==> src/rtl/noc_bridge_pkg.sv <==
// Types and constants shared by the NoC bridge serial-link blocks.
package noc_bridge_pkg;

    localparam int NumCredNocBridge = 8;

    typedef logic [$clog2(NumCredNocBridge + 1)-1:0] bridge_credit_t;
    typedef logic [31:0]                             flit_data_t;

endpackage

==> src/rtl/serial_link_credit_synchronization.sv <==
// Credit-based flow control for one serial-link direction: tracks send credits
// towards the remote buffer and gathers return credits to piggyback or force out.
module serial_link_credit_synchronization
    import noc_bridge_pkg::*;
#(
    parameter type credit_t         = logic,
    parameter type data_t           = logic,
    parameter int  NumCredits       = NumCredNocBridge,
    parameter int  ForceSendThresh  = NumCredits - 4,
    parameter bit  CredOnlyConsCred = 1'b0
) (
    input  logic    clk_i,
    input  logic    rst_ni,
    input  data_t   data_i,
    input  logic    data_valid_i,
    output logic    data_ready_o,
    output data_t   data_o,
    output logic    data_valid_o,
    input  logic    data_ready_i,
    output logic    credits_only_packet_o,
    output credit_t credit_send_o,
    input  credit_t credit_rcvd_i,
    input  logic    receive_cred_i,
    input  logic    buffer_queue_out_val_i,
    input  logic    buffer_queue_out_rdy_i,
    input  logic    req_cred_to_buffer_msg,
    input  logic    allow_cred_consume_i,
    input  logic    consume_cred_to_send_i
);

    // Counters are sized from NumCredits so they work even when credit_t is left narrow.
    localparam int CntW = $clog2(NumCredits + 1);
    typedef logic [CntW-1:0] cnt_t;
    typedef logic [CntW:0]   sum_t;
    localparam cnt_t MaxCnt    = cnt_t'(NumCredits);
    localparam cnt_t ThreshCnt = cnt_t'(ForceSendThresh);

    cnt_t avail_q;
    cnt_t avail_d;
    cnt_t pend_q;
    cnt_t pend_d;
    cnt_t rcvd;
    sum_t avail_sum;
    logic can_send;
    logic force_send;
    logic data_send;
    logic cred_send;
    logic consume_one;
    logic pop;

    always_comb begin
        can_send   = (avail_q != '0) | ~req_cred_to_buffer_msg;
        force_send = allow_cred_consume_i & (pend_q >= ThreshCnt)
                   & ~(data_valid_i & can_send)
                   & (~CredOnlyConsCred | (avail_q != '0));

        data_o                = data_i;
        data_valid_o          = (data_valid_i & can_send) | force_send;
        credits_only_packet_o = force_send;
        data_ready_o          = data_ready_i & can_send & ~force_send;
        credit_send_o         = credit_t'(pend_q);
    end

    always_comb begin
        data_send   = data_valid_i & can_send & data_ready_i;
        cred_send   = force_send & data_ready_i;
        consume_one = (data_send & req_cred_to_buffer_msg) | (cred_send & CredOnlyConsCred);
        rcvd        = cnt_t'(credit_rcvd_i);
        avail_sum   = sum_t'(avail_q) - sum_t'(consume_one)
                    + (receive_cred_i ? sum_t'(rcvd) : '0);
        // Over-return by the remote is a protocol error; clamp and let the assertion report it.
        avail_d     = (avail_sum > sum_t'(MaxCnt)) ? MaxCnt : cnt_t'(avail_sum);

        pop    = buffer_queue_out_val_i & buffer_queue_out_rdy_i;
        pend_d = pend_q;
        if (consume_cred_to_send_i) begin
            pend_d = cnt_t'(pop);
        end else if (pop && (pend_q != MaxCnt)) begin
            pend_d = pend_q + cnt_t'(1);
        end
    end

    always_ff @(posedge clk_i or negedge rst_ni) begin
        if (!rst_ni) begin
            avail_q <= MaxCnt;
            pend_q  <= '0;
        end else begin
            avail_q <= avail_d;
            pend_q  <= pend_d;
        end
    end

    avail_no_overflow: assert property (@(posedge clk_i) disable iff (!rst_ni)
        avail_sum <= sum_t'(MaxCnt));

    avail_no_underflow: assert property (@(posedge clk_i) disable iff (!rst_ni)
        (avail_q == '0) |-> !consume_one);

endmodule

==> config.mk <==
export PLATFORM = sky130hd
export DESIGN_NAME = serial_link_credit_synchronization
export DESIGN_NICKNAME = d
export VERILOG_FILES = /design/src/rtl/noc_bridge_pkg.sv /design/src/rtl/serial_link_credit_synchronization.sv
export SDC_FILE = /design/constraint.sdc
export NUM_CORES = 1
export LEC_CHECK = 0
export ABC_AREA = 1
export BUFFER_PORTS_ARGS = -buffer_cell sky130_fd_sc_hd__buf_2
export CAP_MARGIN = 20
export CORE_UTILIZATION = 45
export DETAILED_ROUTE_END_ITERATION = 16
export GPL_TIMING_DRIVEN = 1
export PLACE_DENSITY = 0.72
export SLEW_MARGIN = 20
export SYNTH_ARGS = -nofsm -noshare
export SYNTH_HDL_FRONTEND = slang
export SYNTH_SLANG_ARGS = --single-unit
==> constraint.sdc <==
create_clock -name clk_i -period 2.3 [get_ports clk_i]
set_clock_uncertainty 0.1 [all_clocks]
set_input_delay 0.115 -clock clk_i [delete_from_list [all_inputs] [get_ports clk_i]]
set_output_delay 0.115 -clock clk_i [all_outputs]
set_load 0.03 [all_outputs]
==> impl_metrics.py, run 1 <==
metrics = {
    "pwr": {
        "power.total_mw": 0.777,
        "peakVddDrop_mv": 0.555,
        "powerDensity_mw_per_mm2": 808,
        "p_leak_nw": 0.549,
    },
    "yosys": {
        "ys_seq_area_frac": 0.306,
        "synth_area_leaders": "dfrtp_1, ha_1, nand2_1",
        "ys_seq_elements": 8,
        "ys_warn_count": 0,
        "synth_nets": 112,
        "syn_area_um2": 658,
        "yosys.area.top_type": "dfrtp_1",
        "netlist_instances": 91,
        "synth.top_cell.area_share": 0.266,
        "syn_area_per_cell_um2": 7.23,
        "synth_cell_types": 20,
    },
    "layout": {
        "drive_above_1_share": 0.438,
        "fin_cells": 143,
        "n_fill_cell": 119,
        "n_antenna_cell": 0,
        "multi_input_area_um2": 412,
        "seq_area_um2": 201,
        "fin_util": 0.720,
        "area_growth_pct": 46.0,
        "mostFrequentLayoutCell": "buf_4",
        "fin_nets": 150,
        "final_cell_mix": "buf_4, nand2_1, inv_1, buf_2, nand3_1",
        "final_area_um2": 961,
    },
    "clock_network": {
        "clock-sinks": 8,
        "clk_path_buf_depth": 2,
        "cts_made_buffers": 3,
        "worstSkewPairLatency_ns": 0.26,
        "htree_num_levels": 1,
        "tritoncts": "yes",
        "clockRootBuffer": "clkbuf_4",
        "clk_pin_slew_ns": 0.06,
    },
    "placed_design": {
        "post_dp_cell_area_um2": 827,
        "place_ws_ns": -0.302,
        "hpwlAfterDp_um": 1080,
        "dp.cells": 127,
        "gp_congestion": 0.855,
        "io_buffers": 14,
    },
    "sta": {
        "setup_viol": 6,
        "finalHoldViolCount": 0,
        "min_period_ns": 2.58,
        "layout_setup_ws_ns": -0.279,
        "holdWs_ns": 0.00785,
        "fmax_ghz": 0.388,
        "fin_crit_sh": 1.12,
        "rsz0062_at_grt": "true",
        "slew-limit-headroom": 0.858,
        "worst_pin_slew_ns": 0.211,
        "fin_tns_setup_ns": -1.35,
        "slew_viol_final": 0,
    },
    "floorplan": {
        "die-area_mm2": 0.00162,
        "die_y_um": 40.2,
        "ios": 17,
        "chipWidth_um": 40.2,
        "rows": 13,
        "coreArea_mm2": 0.00133,
        "start_util": 0.493,
    },
    "critical_path": {
        "cpLargestDelayFamily": "adder cells",
        "crit_cells": 16,
        "startpoint_type": "flop",
        "critPathKind": "flop to flop",
        "path_max_fanout": 2,
        "crit_start": "avail_q[3]",
        "endpoint": "avail_q[0]",
        "critPathRequiredTime_ns": 2.39,
        "timing.rr.end": "avail_q[0]",
        "r2r_slack_ns": -0.28,
        "crit_top_cell": "inv_2",
        "endpoint_kind": "flop",
        "worstPathCellList": "inv_2 > ha_4 > nand3_2 > nand2_2 > nor2_2 > ha_1 > inv_1 > ha_2 > inv_2 > fa_2 > inv_2 > nor2_1 > nand3_1 > nand3_1 > nand2_1 > nor2_2",
        "critPathMaxStageDelay_ns": 0.54,
        "critical_path_arrival_ns": 2.67,
        "r2r_cells": 16,
        "critPathBufInv": 4,
        "rr_startpoint": "avail_q[3]",
        "slowest_stage": "dfstp_2",
    },
    "route": {
        "drt.antenna.violating_nets": 0,
        "first_pass_iters": 4,
        "vias": 675,
        "drt-total-wl_um": 1460,
        "drt_iter0_markers": 5,
        "drcViolationCount": 0,
        "avgRoutedWirePerCell_um": 10.2,
        "via_per_inst": 4.72,
    },
    "run": {
        "drv_cap": 0,
    },
    "worst_hold_path": {
        "min_path_type": "input port to flop",
    },
    "grt": {
        "antenna_found_initial": 0,
        "grt_pass1_vias": 545,
        "grt_first_pass_wirelength_um": 2170,
        "grt-ovfl-total": 0,
        "grt_max_degree": 9,
        "grt.total_usage": 0.211,
    },
    "status": {
        "outcome": "finished with violations",
        "violations": "setup timing",
    },
}
==> worst min-delay path by stage <==
stage	from	to	cells past startpoint
CTS	consume_cred_to_send_i	pend_q[3]	3
detailed placement	rst_ni	pend_q[0]	1
global route	consume_cred_to_send_i	pend_q[3]	3
finish	consume_cred_to_send_i	pend_q[3]	3
floorplan	rst_ni	avail_q[0]	0
global placement	rst_ni	pend_q[0]	1
==> worst min-delay path: stages <==
cell	delay, ns
buf_2	0.08
o21bai_1	0.09
nor2_1	0.04
==> metal layers <==
layer  share of wire  GRT usage  wire (um)  vias up
met1            0.47      0.258        680      293
met3           0.043     0.0500         62        4
met5               0          0          0        -
met4           0.014      0.108         20        0
met2            0.48      0.343        692       18
li1                -          -          -      360
==> registers in the layout (all words and copies together), names as in the netlist <==
name,count
pend_q,4
avail_q,4
==> area by class of cell <==
type                            count  area share
Multi-Input combinational cell     62       0.428
Inverter                           20      0.0781
Timing Repair Buffer               34       0.237
Clock buffer                        4      0.0273
Tap cell                           15      0.0195
Sequential cell                     8       0.210
==> repair_timing <==
item,CTS,global route
hold endpoints to repair,8,0
hold buffers,1,0
resized for setup,6,1
setup buffers,10,1
cloned,0,0
pin swaps,8,2
setup endpoints to repair,4,6
==> cells in the mapped netlist <==
master    instances
inv_1            18
dfstp_2           1
a21oi_2           1
nand3_1          12
or2_1             1
fa_1              1
nor2_2            1
nand2_1          19
xor2_1            1
nand2_2           3
nor3_1            1
nor2_1            5
dfrtp_1           7
ha_1              8
inv_2             2
buf_4             1
o21ai_0           5
o21bai_1          1
a21oi_1           2
nand3b_1          1
==> kinds of logic after synthesis <==
| family | synth area share |
|---|---|
| simple gates | 0.295 |
| buf+inv | 0.125 |
| compound gates | 0.0779 |
| fa+ha+maj | 0.183 |
| flops | 0.306 |
| xor+xnor | 0.0133 |
==> where the power goes <==
| group | leakage (nW) | switching (mW) | total (mW) | internal, mW |
|---|---|---|---|---|
| combinational | 0.428 | 0.261 | 0.479 | 0.218 |
| sequential | 0.106 | 0.0149 | 0.184 | 0.169 |
| clock | 0.0150 | 0.0478 | 0.114 | 0.0664 |
No activity file was read; power rests on OpenSTA's default activity.
==> run 2: changes to the inputs <==
--- a/config.mk
+++ b/config.mk
@@ -12,6 +12,7 @@
 export DETAILED_ROUTE_END_ITERATION = 16
 export GPL_TIMING_DRIVEN = 1
 export PLACE_DENSITY = 0.72
+export RECOVER_POWER = 25
 export SLEW_MARGIN = 20
 export SYNTH_ARGS = -nofsm -noshare
 export SYNTH_HDL_FRONTEND = slang
==> run 2 against run 1 <==
Compared with the run above: the flow still finishes with violations (setup timing); first-iteration DRC count did not move; global-route usage did not move; design area fell by 0.13%; utilization fell by 0.094 points; worst hold slack barely moved; worst setup slack got worse by 0.0017 ns; die area did not move; sequential share of layout area barely moved; critical path type unchanged; largest power group unchanged.
==> impl_metrics.py, run 2 (synthesized netlist as in run 1, its figures left out) <==
metrics = {
    "route": {
        "via_per_inst": 4.72,
        "first_pass_iters": 4,
        "drt.antenna.violating_nets": 0,
        "drt_iter0_markers": 5,
        "drt-total-wl_um": 1450,
        "drcViolationCount": 0,
        "avgRoutedWirePerCell_um": 10.2,
        "vias": 675,
    },
    "sta": {
        "fmax_ghz": 0.387,
        "slew_viol_final": 0,
        "holdWs_ns": 0.00779,
        "slew-limit-headroom": 0.710,
        "rsz0062_at_grt": "true",
        "min_period_ns": 2.58,
        "layout_setup_ws_ns": -0.281,
        "worst_pin_slew_ns": 0.435,
        "finalHoldViolCount": 0,
        "setup_viol": 6,
        "fin_crit_sh": 1.12,
    },
    "floorplan": {
        "chipWidth_um": 40.2,
        "die_y_um": 40.2,
        "start_util": 0.493,
        "ios": 17,
        "coreArea_mm2": 0.00133,
        "rows": 13,
        "die-area_mm2": 0.00162,
    },
    "grt": {
        "grt-ovfl-total": 0,
        "grt_pass1_vias": 545,
        "grt_max_degree": 9,
        "grt_first_pass_wirelength_um": 2170,
        "grt.total_usage": 0.211,
        "antenna_found_initial": 0,
    },
    "worst_hold_path": {
        "min_to": "pend_q[3]",
        "min-delay-start": "consume_cred_to_send_i",
        "holdPathStages": 3,
        "min_path_type": "input port to flop",
    },
    "critical_path": {
        "timing.rr.end": "avail_q[0]",
        "endpoint_kind": "flop",
        "path_max_fanout": 2,
        "r2r_slack_ns": -0.28,
        "worstPathCellList": "inv_2 > ha_4 > nand3_2 > nand2_2 > nor2_2 > ha_1 > inv_1 > ha_2 > inv_2 > fa_2 > inv_2 > nor2_1 > nand3_1 > nand3_1 > nand2_1 > nor2_2",
        "startpoint_type": "flop",
        "critPathMaxStageDelay_ns": 0.54,
        "critPathKind": "flop to flop",
        "slowest_stage": "dfstp_2",
        "r2r_cells": 16,
        "critPathRequiredTime_ns": 2.39,
        "rr_startpoint": "avail_q[3]",
        "crit_top_cell": "inv_2",
        "critical_path_arrival_ns": 2.67,
    },
    "placed_design": {
        "io_buffers": 14,
        "hpwlAfterDp_um": 1080,
        "place_ws_ns": -0.302,
        "gp_congestion": 0.855,
    },
    "clock_network": {
        "tritoncts": "yes",
        "clk_pin_slew_ns": 0.06,
        "cts_made_buffers": 3,
        "clockRootBuffer": "clkbuf_4",
        "clock-sinks": 8,
        "worstSkewPairLatency_ns": 0.26,
        "clk_path_buf_depth": 2,
        "htree_num_levels": 1,
    },
    "pwr": {
        "peakVddDrop_mv": 0.558,
        "powerDensity_mw_per_mm2": 810,
        "p_leak_nw": 0.546,
    },
    "layout": {
        "final_cell_mix": "buf_4, nand2_1, inv_1, buf_2, nand3_1",
        "mostFrequentLayoutCell": "buf_4",
        "top_regs": "avail_q: 4 flops, pend_q: 4 flops",
        "n_antenna_cell": 0,
        "fin_nets": 150,
        "drive_above_1_share": 0.430,
        "area_growth_pct": 45.8,
    },
    "run": {
        "drv_cap": 0,
    },
    "status": {
        "violations": "setup timing",
        "outcome": "finished with violations",
    },
}
-- run 2: cell count changes in the layout (fill, tap and decap cells not counted), sizes merged --
cell and change:
buf -1, clkbuf +1
-- run 2: power breakdown --
part	internal (mW)	switching (mW)	leakage, nW
logic	0.218	0.261	0.426
clock network	0.0664	0.0485	0.0150
registers	0.169	0.0149	0.106
-- run 2: area by class of cell --
cell class,instances,area (um^2)
multi-input cells,62,412
well taps,15,18.8
repair buffers,34,226
fillers,119,374
inverters,20,75.1
flip-flops and latches,8,201
clock buffers,4,26.3
-- run 2: worst max-delay path, delay by kind of cell (launching register included) --
kind | cells | cell delay (ns)
adders and majority gates | 4 | 1.07
and+or+nand+nor | 8 | 0.61
DFF | 1 | 0.54
buffers and inverters | 4 | 0.20
-- run 2: worst max-delay path by stage --
stage,startpoint,slack (ns),end
after detailed placement,avail_q[3],-0.30,avail_q[0]
after CTS,avail_q[3],-0.25,avail_q[0]
after global routing,avail_q[3],-0.42,avail_q[0]
after global placement,avail_q[3],-0.24,avail_q[0]
final,avail_q[3],-0.28,avail_q[0]
after floorplan,avail_q[3],-0.15,avail_q[0]
-- run 2: per-stage QoR --
step | setup TNS, ns | power, mW | util | instance area (um^2) | std cells
floorplan | -0.347 | 0.476 | - | 686 | 91
global placement | -0.644 | 0.579 | 0.620 | 827 | 127
detailed placement | -0.910 | 0.592 | 0.620 | 827 | 127
CTS | -1.15 | 0.769 | 0.713 | 951 | 142
global route | -2.18 | 0.856 | 0.720 | 960 | 143
finish | -1.36 | 0.777 | 0.720 | 960 | 143
-- run 2: timing repair --
| item | in CTS | in global routing |
|---|---|---|
| resized for setup | 6 | 1 |
| pin swaps | 8 | 2 |
| setup buffers | 10 | 1 |
| endpoints found under the setup margin | 4 | 6 |
| hold endpoints to repair | 8 | 0 |
| hold buffers | 1 | 0 |
-- run 2: metal layers --
| metal | vias up | GRT usage | share of wire |
|---|---|---|---|
| met2 | 18 | 0.343 | 0.48 |
| met3 | 4 | 0.0500 | 0.043 |
| li1 | 360 | - | - |
| met4 | 0 | 0.108 | 0.014 |
| met1 | 293 | 0.258 | 0.47 |
| met5 | - | 0 | 0 |
==> run 3: changes to the inputs <==
--- a/config.mk
+++ b/config.mk
@@ -5,10 +5,9 @@
 export SDC_FILE = /design/constraint.sdc
 export NUM_CORES = 1
 export LEC_CHECK = 0
-export ABC_AREA = 1
 export BUFFER_PORTS_ARGS = -buffer_cell sky130_fd_sc_hd__buf_2
 export CAP_MARGIN = 20
-export CORE_UTILIZATION = 45
+export CORE_UTILIZATION = 44
 export DETAILED_ROUTE_END_ITERATION = 16
 export GPL_TIMING_DRIVEN = 1
 export PLACE_DENSITY = 0.72
==> run 3 against run 2 <==
Compared with the run above: the flow still finishes with violations (setup timing); flip-flop and latch count stayed put; fmax is 3.9% lower; via count is 20% lower; non-clock buffer count is 5 lower; first-iteration DRC count is 80% higher; worst setup slack worse by 0.10 ns; sequential power is 4% higher; global-route usage is 0.17 points lower.
==> impl_metrics.py, run 3 <==
metrics = {
    "grt": {
        "grt_first_pass_wirelength_um": 1970,
        "grt-ovfl-total": 0,
        "grt.total_usage": 0.209,
        "grt_max_degree": 9,
        "antenna_found_initial": 0,
        "grt_pass1_vias": 508,
    },
    "yosys": {
        "synth_commonest_cells": "inv_1, ha_1, dfrtp_1",
        "synthArstFlopShare": 1.00,
        "yosysMostFrequentCell": "inv_1",
        "yosys_most_used_dff": "dfrtp_1",
        "synth.top_cell.area_share": 0.288,
        "synth-edff-count": 0,
        "ys_warn_count": 0,
        "synth_area_leaders": "dfrtp_1, ha_1, inv_1",
        "ys_seq_elements": 8,
        "yosys.area.top_type": "dfrtp_1",
        "netlist_instances": 62,
        "syn_area_um2": 608,
        "ys_seq_area_frac": 0.331,
        "synth_nets": 83,
        "syn_area_per_cell_um2": 9.81,
        "synth_cell_types": 27,
    },
    "route": {
        "drt-total-wl_um": 1270,
        "drcViolationCount": 0,
        "via_per_inst": 4.94,
        "avgRoutedWirePerCell_um": 11.7,
        "drt.antenna.violating_nets": 0,
        "vias": 539,
        "drt_iter0_markers": 9,
        "first_pass_iters": 2,
    },
    "worst_hold_path": {
        "min_path_type": "input port to primary output",
    },
    "sta": {
        "setup_viol": 4,
        "fmax_ghz": 0.373,
        "holdWs_ns": 0.130,
        "fin_tns_setup_ns": -1.41,
        "worst_pin_slew_ns": 0.412,
        "layout_setup_ws_ns": -0.384,
        "finalHoldViolCount": 0,
        "slew_viol_final": 0,
        "rsz0062_at_grt": "true",
        "slew-limit-headroom": 0.725,
        "fin_crit_sh": 1.17,
        "min_period_ns": 2.68,
    },
    "placed_design": {
        "dp.cells": 101,
        "place_ws_ns": -0.549,
        "io_buffers": 14,
        "post_dp_cell_area_um2": 797,
        "gp_congestion": 0.689,
        "hpwlAfterDp_um": 1030,
    },
    "floorplan": {
        "ios": 17,
        "rows": 13,
        "die-area_mm2": 0.00153,
        "chipWidth_um": 39.2,
        "start_util": 0.473,
        "coreArea_mm2": 0.00128,
        "die_y_um": 39.2,
    },
    "clock_network": {
        "cts_made_buffers": 3,
        "clk_path_buf_depth": 2,
        "clock-sinks": 8,
        "clk_pin_slew_ns": 0.05,
        "htree_num_levels": 1,
        "tritoncts": "yes",
        "worstSkewPairLatency_ns": 0.27,
        "clockRootBuffer": "clkbuf_4",
    },
    "critical_path": {
        "critPathRequiredTime_ns": 2.38,
        "critPathKind": "flop to flop",
        "critical_path_arrival_ns": 2.76,
        "path_max_fanout": 4,
        "endpoint_kind": "flop",
        "startpoint_type": "flop",
    },
    "layout": {
        "final_cell_mix": "buf_2, buf_4, dfrtp_1, inv_1, ha_1",
        "top_regs": "avail_q: 4 flops, pend_q: 4 flops",
        "n_fill_cell": 99,
        "fin_util": 0.692,
        "fin_cells": 109,
        "n_antenna_cell": 0,
        "fin_nets": 116,
        "area_growth_pct": 46.3,
        "drive_above_1_share": 0.468,
        "final_area_um2": 890,
    },
    "run": {
        "drv_cap": 0,
    },
    "pwr": {
        "p_leak_nw": 0.446,
        "peakVddDrop_mv": 0.675,
        "powerDensity_mw_per_mm2": 995,
        "power.total_mw": 0.885,
    },
    "status": {
        "violations": "setup timing",
        "outcome": "finished with violations",
    },
}
run 3: per-layer routing:
metal | track usage | vias up | share of wire
met3 | 0.104 | 2 | 0.054
met4 | 0.0776 | 0 | 0.0086
met2 | 0.396 | 12 | 0.56
li1 | - | 273 | -
met1 | 0.183 | 252 | 0.38
met5 | 0 | - | 0
run 3: where the power goes:
group	switching [mW]	leakage [nW]	internal, mW
logic	0.262	0.326	0.314
clock network	0.0520	0.0150	0.0666
registers	0.0175	0.106	0.174
total	0.331	0.446	0.554
run 3: worst max-delay path, stage by stage (launching register included):
cell,delay (ns)
dfstp_2,0.52
inv_2,0.04
ha_4,0.15
nand4_1,0.08
and2_4,0.15
and3_4,0.18
ha_4,0.20
inv_4,0.05
ha_4,0.12
inv_2,0.04
fa_2,0.37
nor2b_4,0.16
o31ai_4,0.07
xnor2_2,0.16
or2_1,0.22
run 3: cell type report:
type	count	area (um^2)	share of cell area
inverters	10	40.0	0.0450
flip-flops and latches	8	201	0.226
well taps	15	18.8	0.0211
clock buffers	4	26.3	0.0295
repair buffers	29	186	0.210
multi-input cells	43	417	0.468
run 3: cell families (layout without fill, tap and decap cells):
kind of cell,count (synthesis),after routing,synth area share
AO/OA/AOI/OAI,8,8,0.113
XOR/XNOR,4,4,0.0576
adder cells (fa/ha/maj),9,9,0.198
buffers and inverters,11,43,0.0741
multiplexers,1,1,0.0165
AND/OR/NAND/NOR,21,21,0.210
flip-flops,8,8,0.331
run 3: path summary, 6_finish.rpt:
kind / start / to / slack [ns] / cells after the start
setup / recovery: avail_q[3] / avail_q[3] / -0.38 / 14
hold / removal: data_i / data_o / 0.13 / 0
setup reg to reg: avail_q[3] / avail_q[3] / -0.38 / 14
hold reg to reg: pend_q[3] / pend_q[3] / 0.49 / 2
max in group asynchronous: rst_ni / avail_q[3] / 1.58 / 2
min in group asynchronous: rst_ni / pend_q[2] / 0.18 / 2
run 3: timing repair:
| item | 4_1_cts | 5_1_grt |
|---|---|---|
| setup buffers | 1 | 1 |
| setup endpoints to repair | 4 | 4 |
| gates resized for setup | 6 | 1 |
| hold buffers | 2 | 0 |
| endpoints found under the hold margin | 11 | 0 |
| pin swaps | 10 | 7 |
